`src/rtl/rbcla_pipe_adder.sv`:
```
// Pipelined ripple-block carry look-ahead adder: BLK-bit CLA blocks, BLKS_PER_STAGE
// blocks per stage, add/subtract, carry-in and a valid/ready handshake with global stall.
module rbcla_pipe_adder #(
  parameter int WIDTH          = 19,
  parameter int BLK            = 4,
  parameter int BLKS_PER_STAGE = 2
) (
  input  logic             clk,
  input  logic             rst_n,
  input  logic             in_valid,
  output logic             in_ready,
  input  logic [WIDTH-1:0] x,
  input  logic [WIDTH-1:0] y,
  input  logic             cin,
  input  logic             sub,
  output logic             out_valid,
  input  logic             out_ready,
  output logic [WIDTH:0]   s
);
  localparam int NBLK = (WIDTH + BLK - 1) / BLK;
  localparam int NSTG = (NBLK + BLKS_PER_STAGE - 1) / BLKS_PER_STAGE;
  localparam int SB   = BLK * BLKS_PER_STAGE;

  logic adv_s;
  assign adv_s    = ~out_valid | out_ready;
  assign in_ready = adv_s;

  for (genvar k = 0; k < NSTG; k++) begin : g_stg
    // LO/HI bound the bits this stage resolves; RW is the operand width still unresolved.
    localparam int LO = k * SB;
    localparam int HI = ((k + 1) * SB < WIDTH) ? (k + 1) * SB : WIDTH;
    localparam int RW = WIDTH - LO;
    localparam int SW = HI - LO;

    logic [RW-1:0]             xi_s, yi_s;
    logic                      subi_s, ci_s, vi_s;
    logic [HI-1:0]             sumn_s;
    logic [SW-1:0]             g_s, p_s, c_s, ssum_s;
    logic [BLKS_PER_STAGE-1:0] bg_s, bp_s;
    logic [BLKS_PER_STAGE:0]   bc_s;
    logic                      t_s;
    logic                      v_r, c_r;
    logic [HI-1:0]             sum_r;

    if (k == 0) begin : g_in
      assign xi_s   = x;
      assign yi_s   = y;
      assign subi_s = sub;
      assign ci_s   = cin | sub;
      assign vi_s   = in_valid;
      assign sumn_s = ssum_s;
    end else begin : g_in
      assign xi_s   = g_stg[k-1].g_fwd.x_r;
      assign yi_s   = g_stg[k-1].g_fwd.y_r;
      assign subi_s = g_stg[k-1].g_fwd.sub_r;
      assign ci_s   = g_stg[k-1].c_r;
      assign vi_s   = g_stg[k-1].v_r;
      assign sumn_s = {ssum_s, g_stg[k-1].sum_r};
    end

    // Stage look-ahead: bit g/p, block G/P, block carries, then in-block carries and sums.
    always_comb begin
      g_s    = '0;
      p_s    = '0;
      c_s    = '0;
      ssum_s = '0;
      bg_s   = '0;
      bp_s   = '1;
      bc_s   = '0;
      t_s    = 1'b0;
      for (int i = 0; i < SW; i++) begin
        g_s[i] = xi_s[i] & (yi_s[i] ^ subi_s);
        p_s[i] = xi_s[i] ^ (yi_s[i] ^ subi_s);
      end
      // Padding blocks past the top bit keep G=0/P=1 so they pass the carry through.
      for (int j = 0; j < BLKS_PER_STAGE; j++) begin
        for (int i = j * BLK; i < (((j + 1) * BLK < SW) ? (j + 1) * BLK : SW); i++) begin
          bg_s[j] = g_s[i] | (p_s[i] & bg_s[j]);
          bp_s[j] = bp_s[j] & p_s[i];
        end
      end
      bc_s[0] = ci_s;
      for (int j = 1; j <= BLKS_PER_STAGE; j++) begin
        bc_s[j] = ci_s;
        for (int i = 0; i < j; i++) bc_s[j] = bc_s[j] & bp_s[i];
        for (int i = 0; i < j; i++) begin
          t_s = bg_s[i];
          for (int m = i + 1; m < j; m++) t_s = t_s & bp_s[m];
          bc_s[j] = bc_s[j] | t_s;
        end
      end
      for (int i = 0; i < SW; i++) begin
        c_s[i] = bc_s[i / BLK];
        for (int q = (i / BLK) * BLK; q < i; q++) c_s[i] = c_s[i] & p_s[q];
        for (int q = (i / BLK) * BLK; q < i; q++) begin
          t_s = g_s[q];
          for (int m = q + 1; m < i; m++) t_s = t_s & p_s[m];
          c_s[i] = c_s[i] | t_s;
        end
        ssum_s[i] = p_s[i] ^ c_s[i];
      end
    end

    // Stage valid, outgoing carry and accumulated sum bits; all hold while stalled.
    always_ff @(posedge clk or negedge rst_n) begin
      if (!rst_n) begin
        v_r   <= 1'b0;
        c_r   <= 1'b0;
        sum_r <= '0;
      end else if (adv_s) begin
        v_r   <= vi_s;
        c_r   <= bc_s[BLKS_PER_STAGE];
        sum_r <= sumn_s;
      end
    end

    if (k < NSTG - 1) begin : g_fwd
      logic [WIDTH-HI-1:0] x_r, y_r;
      logic                sub_r;
      // Operand bits for the stages that have not been resolved yet.
      always_ff @(posedge clk or negedge rst_n) begin
        if (!rst_n) begin
          x_r   <= '0;
          y_r   <= '0;
          sub_r <= 1'b0;
        end else if (adv_s) begin
          x_r   <= xi_s[RW-1:SW];
          y_r   <= yi_s[RW-1:SW];
          sub_r <= subi_s;
        end
      end
    end
  end

  assign out_valid = g_stg[NSTG-1].v_r;
  assign s         = {g_stg[NSTG-1].c_r, g_stg[NSTG-1].sum_r};
endmodule

```
`config.mk`:
```
export PLATFORM = sky130hd
export DESIGN_NAME = rbcla_pipe_adder
export DESIGN_NICKNAME = d
export VERILOG_FILES = /design/src/rtl/rbcla_pipe_adder.sv
export SDC_FILE = /design/constraint.sdc
export NUM_CORES = 1
export LEC_CHECK = 0
export ABC_AREA = 1
export BUFFER_PORTS_ARGS = -buffer_cell sky130_fd_sc_hd__buf_4
export CAP_MARGIN = 20
export CORE_MARGIN = 2
export CORE_UTILIZATION = 53
export DETAILED_ROUTE_END_ITERATION = 7
export PLACE_DENSITY = 0.76
export REMOVE_ABC_BUFFERS = 1
export SETUP_SLACK_MARGIN = 0.2
export SLEW_MARGIN = 20
export SYNTH_ARGS = -nofsm -noshare
export SYNTH_HDL_FRONTEND = slang
export SYNTH_SLANG_ARGS = --single-unit
```
`constraint.sdc`:
```
create_clock -name clk -period 2.55 [get_ports clk]
set_input_delay 0.255 -clock clk [delete_from_list [all_inputs] [get_ports clk]]
set_output_delay 0.255 -clock clk [all_outputs]
set_load 0.05 [all_outputs]
```
# Word-level counts from Yosys, hierarchy flattened
# Index checks and enable logic that the tools add are counted.
# word_totals
reg_bits,79
# op_classes
bitwise_logic,184
# ops
op,n
bitwise AND 1 bit,76
XOR 1 bit,57
OR 1 bit,50
inverter 1 bit,1

# Depth between registers and ports, before layout
# depth
ltp_word,16
mapped_depth,18
ltp_nobuf,17

# Worst setup path before layout
# Ideal clock, no wire load.
# synth_path
path_type,reg2reg
start,reg g_stg[0].g_fwd.sub_r
end,reg g_stg[1].sum_r[13]
setup_ns,0.083
arrival_time_ns,2.075
required_ns,2.467
path_slack_ns,0.392
stages_incl_launch_ff,13
path_buffers,1
cell_sequence,dfrtp_1 buf_2 xnor2_1 inv_1 ha_1 nand2_1 nor3_1 nand2_1 nand3_2 inv_1 fa_1 xor2_1 o21ai_0
# synth_via
elab_chain_len,12
elab_cells_between_ends,31
# synth_lines
element,line,source
start: declaration,119,logic sub_r;
start signal: assignment,129,sub_r <= subi_s;
XOR 1 bit,"72, 73",
bitwise AND 1 bit or XOR 1 bit (tied branches),"72, 73",
bitwise AND 1 bit,78,bg_s[j] = g_s[i] | (p_s[i] & bg_s[j]);
OR 1 bit,78,
bitwise AND 1 bit,78,
OR 1 bit,78,
bitwise AND 1 bit,78,
OR 1 bit,78,
OR 1 bit,89,bc_s[j] = bc_s[j] | t_s;
bitwise AND 1 bit,94,for (int q = (i / BLK) * BLK; q < i; q++) c_s[i] = c_s[i] & p_s[q];
OR 1 bit,98,c_s[i] = c_s[i] | t_s;
XOR 1 bit *,100,ssum_s[i] = p_s[i] ^ c_s[i];
end signal: assignment,113,sum_r <= sumn_s;
end: declaration,43,logic [HI-1:0] sum_r;
# Every way passes the cells marked *; elsewhere a longest branch is shown, timed or not.
# A chain may end at the register's enable or synchronous reset.

# Worst setup path after layout
# layout_path
start,reg g_stg[0].g_fwd.sub_r
end,reg g_stg[1].sum_r[15]
# layout_via
elab_chain_len,16
elab_cells_between_ends,44
# layout_lines
element,line
XOR 1 bit,"72, 73"
bitwise AND 1 bit or XOR 1 bit (tied branches),"72, 73"
bitwise AND 1 bit,78
OR 1 bit,78
bitwise AND 1 bit,78
OR 1 bit,78
bitwise AND 1 bit,78
OR 1 bit,78
OR 1 bit,89
bitwise AND 1 bit (3 in series),94
OR 1 bit (3 in series),98
XOR 1 bit *,100
# Marks and branches as above.

==> metrics.txt <==
Fin. Hold Viols 0; row count 31; synthesis-stage register bit count 79; fin util 65.4%; H-tree Lvls 3; CTS tree done; Syn Std Cell Area 0.00400 sq mm; largest net degree at the start of global routing 87; initial antenna violation count 0; prevailing post-synth register cell dfrtp_1; Seq. cell area 0.00198 sq mm; routed len/inst 11.8 microns; CP startpoint kind register; cell count of the worst reg-to-reg path 16; Rel. slew slack 35.9%; chip width 90.9 microns; clock buffer depth 2; critical path class register to register; I/O Buffers 65; FF-to-FF setup slack 300 ps; CP Launch Point g_stg[0].g_fwd.sub_r; antenna viol nets, final 0; Top delay family on crit path simple AND/OR/NAND/NOR gates; clock root buffer clkbuf_8; CP arrival 2550 ps; Synth area leader dfrtp_1; fin cells 626; RSZ-0062 raised after global routing true; GRT Total Usage 19.5%; max-slew violation count 0; Syn Area/Cell 8.69 sq um; final net count 595; cells after synthesis 460; Die ar. 0.00826 sq mm; CP Max Fanout 6; antenna diode count 0; clk_skew 10.1 ps; Highest Clock Rate 445 MHz; Period minus WS final 2250 ps; post-synthesis sequential area ratio 49.4%; reg2reg start g_stg[0].g_fwd.sub_r; CP cell instances xor2_1, ha_1, nand2_1, nand2_2, nand2_1, nand2_1, nand2_1, nand3_2, ha_4, nand2_2, inv_2, o21ai_4, nand2_1, nand2_1, nand3_1, nand2_1; total of fill cells in the finished design 642; worst vdd ir 0.421 mV; Ports 66; via count 3057; hold buffers post-CTS 0; leak pwr 0.00256 uW; worst hold path type input pin to async pin; Critical Path RT 2850 ps; vias per cell 4.88; synth top area cells dfrtp_1 49%, nand2_1 18%, ha_1 7.5%; slowest CP cell dfrtp_2; DPL Wire Length 5070 microns; FFs w/ async S/R, synth 100%; Worst-Margin Slew 961 ps; Clock Sinks 79; Reg clk slew, reported paths 80 ps; WP depth 16; RePlAce Congestion 0.812; Chip Height 90.9 microns; core area 0.00729 sq mm; Max-cap violations 0; layout cells sized above 1 19.4%; number of global-route vias before repair 2942; Finish-stage setup viols 0; most used cell, CP nand2_1; area occupied by multi-input gates 0.00179 sq mm; Layout area overhead 19.2%; Iter 0 DRT Violations 103; worst reg2reg path endpoint g_stg[1].sum_r[15]; DP Cell Count 607; slowest stage delay, CP 470 ps; status finished, final reports clean; Critical Path End Type register; Setup crit end g_stg[1].sum_r[15]; Post-Route WL 7420 microns; Inserted Clock Buffers 9; drt pass-1 iters 4; total grt overflow 0; DRC violations left 0; Synth top area share 49.4%; first-pass GRT wire length 12900 microns; Worst-Skew Late Latency 360 ps; distinct cell type count after synthesis 27; power per cell area 1170 mW/mm^2; number of synthesized flops with an enable pin 0; Initial Utilization 54.8%; Period Utilization, post-route 88.2%; Synth warnings 0; CP bufs+invs 1
## worst min-delay path by stage
stage                            endpoint  slack [ps]         start
floorplan                    g_stg[0].c_r         -40         rst_n
global placement                out_valid         450  g_stg[1].v_r
detailed placement  g_stg[0].g_fwd.y_r[6]         450         y[14]
CTS                 g_stg[0].g_fwd.y_r[6]          80         y[14]
global route        g_stg[0].g_fwd.y_r[5]          90         y[13]
finish                          out_valid          50         rst_n
## cell usage after synthesis (2+ instances only)
cell and count:
buf_2 10, a21oi_1 5, xor2_1 20, nand3b_1 2, or2_2 2, fa_1 5, nand3_2 2, inv_1 36
nor2_4 2, dfrtp_1 79, nand3_1 12, nor2_1 9, xnor2_1 5, o21ai_1 7, buf_4 7, o21ai_0 27
inv_2 2, nor3_1 5, nand2_1 192, ha_1 24
## layout by cell type (no fill, tap or decap)
cell,n
o21ai_4,1
nand3b_1,2
dfrtp_1,78
buf_12,1
bufinv_16,1
ha_1,23
inv_2,3
clkinv_2,3
ha_4,1
nor2_1,9
inv_1,35
xnor2_1,4
buf_4,69
xor2_1,20
or2_2,2
clkinv_4,1
a31oi_1,1
fa_1,4
a21o_1,1
nand2_1,191
o21ai_0,26
clkinvlp_4,1
clkbuf_8,9
nand3_2,2
a21oi_1,5
o21ai_1,8
dfrtp_2,1
nand3_1,12
fa_2,1
nor2_4,2
clkbuf_1,1
nand2_2,2
nor3_1,5
a21oi_2,1
xnor2_2,1
## per-stage QoR
| step | power, uW | setup TNS [ps] | cell area (sq um) | worst slack [ps] | hold slack (ps) |
|---|---|---|---|---|---|
| 2_1_floorplan | 3890 | -11940 | 3880 | -260 | -40.6 |
| 3_3_place_gp | 4520 | 0 | 4520 | 259 | 448 |
| 3_5_place_dp | 4630 | 0 | 4520 | 146 | 454 |
| 4_1_cts | 5550 | 0 | 4710 | 215 | 79.2 |
| 5_1_grt | 6050 | 0 | 4770 | 144 | 90.5 |
| 6_report | 5600 | 0 | 4770 | 301 | 46.0 |
## flip-flops by register name (all words and copies together), names as in the netlist
register,count
g_stg.c_r,3
g_stg.g_fwd.sub_r,2
g_stg.g_fwd.x_r,14
g_stg.g_fwd.y_r,14
g_stg.sum_r,43
g_stg.v_r,2
out_valid,1
## cells by family (layout without fill, tap and decap cells)
family                     Yosys count  after routing  share of synthesized area (%)
AOI/OAI and AO/OA                   43             43                           5.66
xor gates and xnor gates            25             25                           5.48
adders and majority gates           29             29                           10.0
buffers and inverters               57            124                           6.51
DFF                                 79             79                           49.4
and+or+nand+nor                    227            227                           22.9
## report_power, final
group	total [uW]	internal, uW	switching, uW	leakage (uW)
combinational	2640	946	1700	0.00152
sequential	2040	1750	292	0.000949
clock	908	449	459	0.0000960
## layout make-up
class	count	area share, %
Multi-Input combinational cell	324	37.6
Inverter	38	2.99
Sequential cell	79	41.5
Clock inverter	6	1.29
Tap cell	99	2.60
Clock buffer	10	2.68
Timing Repair Buffer	70	11.3
## metal layers
metal	wire (microns)	GRT usage, %
met5	0	0
met4	192	8.96
met3	384	5.26
met2	3510	31.0
met1	3330	25.2
## timing repair
action	in CTS	in global routing
setup endpoints to repair	3	4
gates resized for setup	1	8
setup buffers	0	3
pin swaps	0	12
hold endpoints to repair	0	0
No activity file was read; power rests on OpenSTA's default activity.
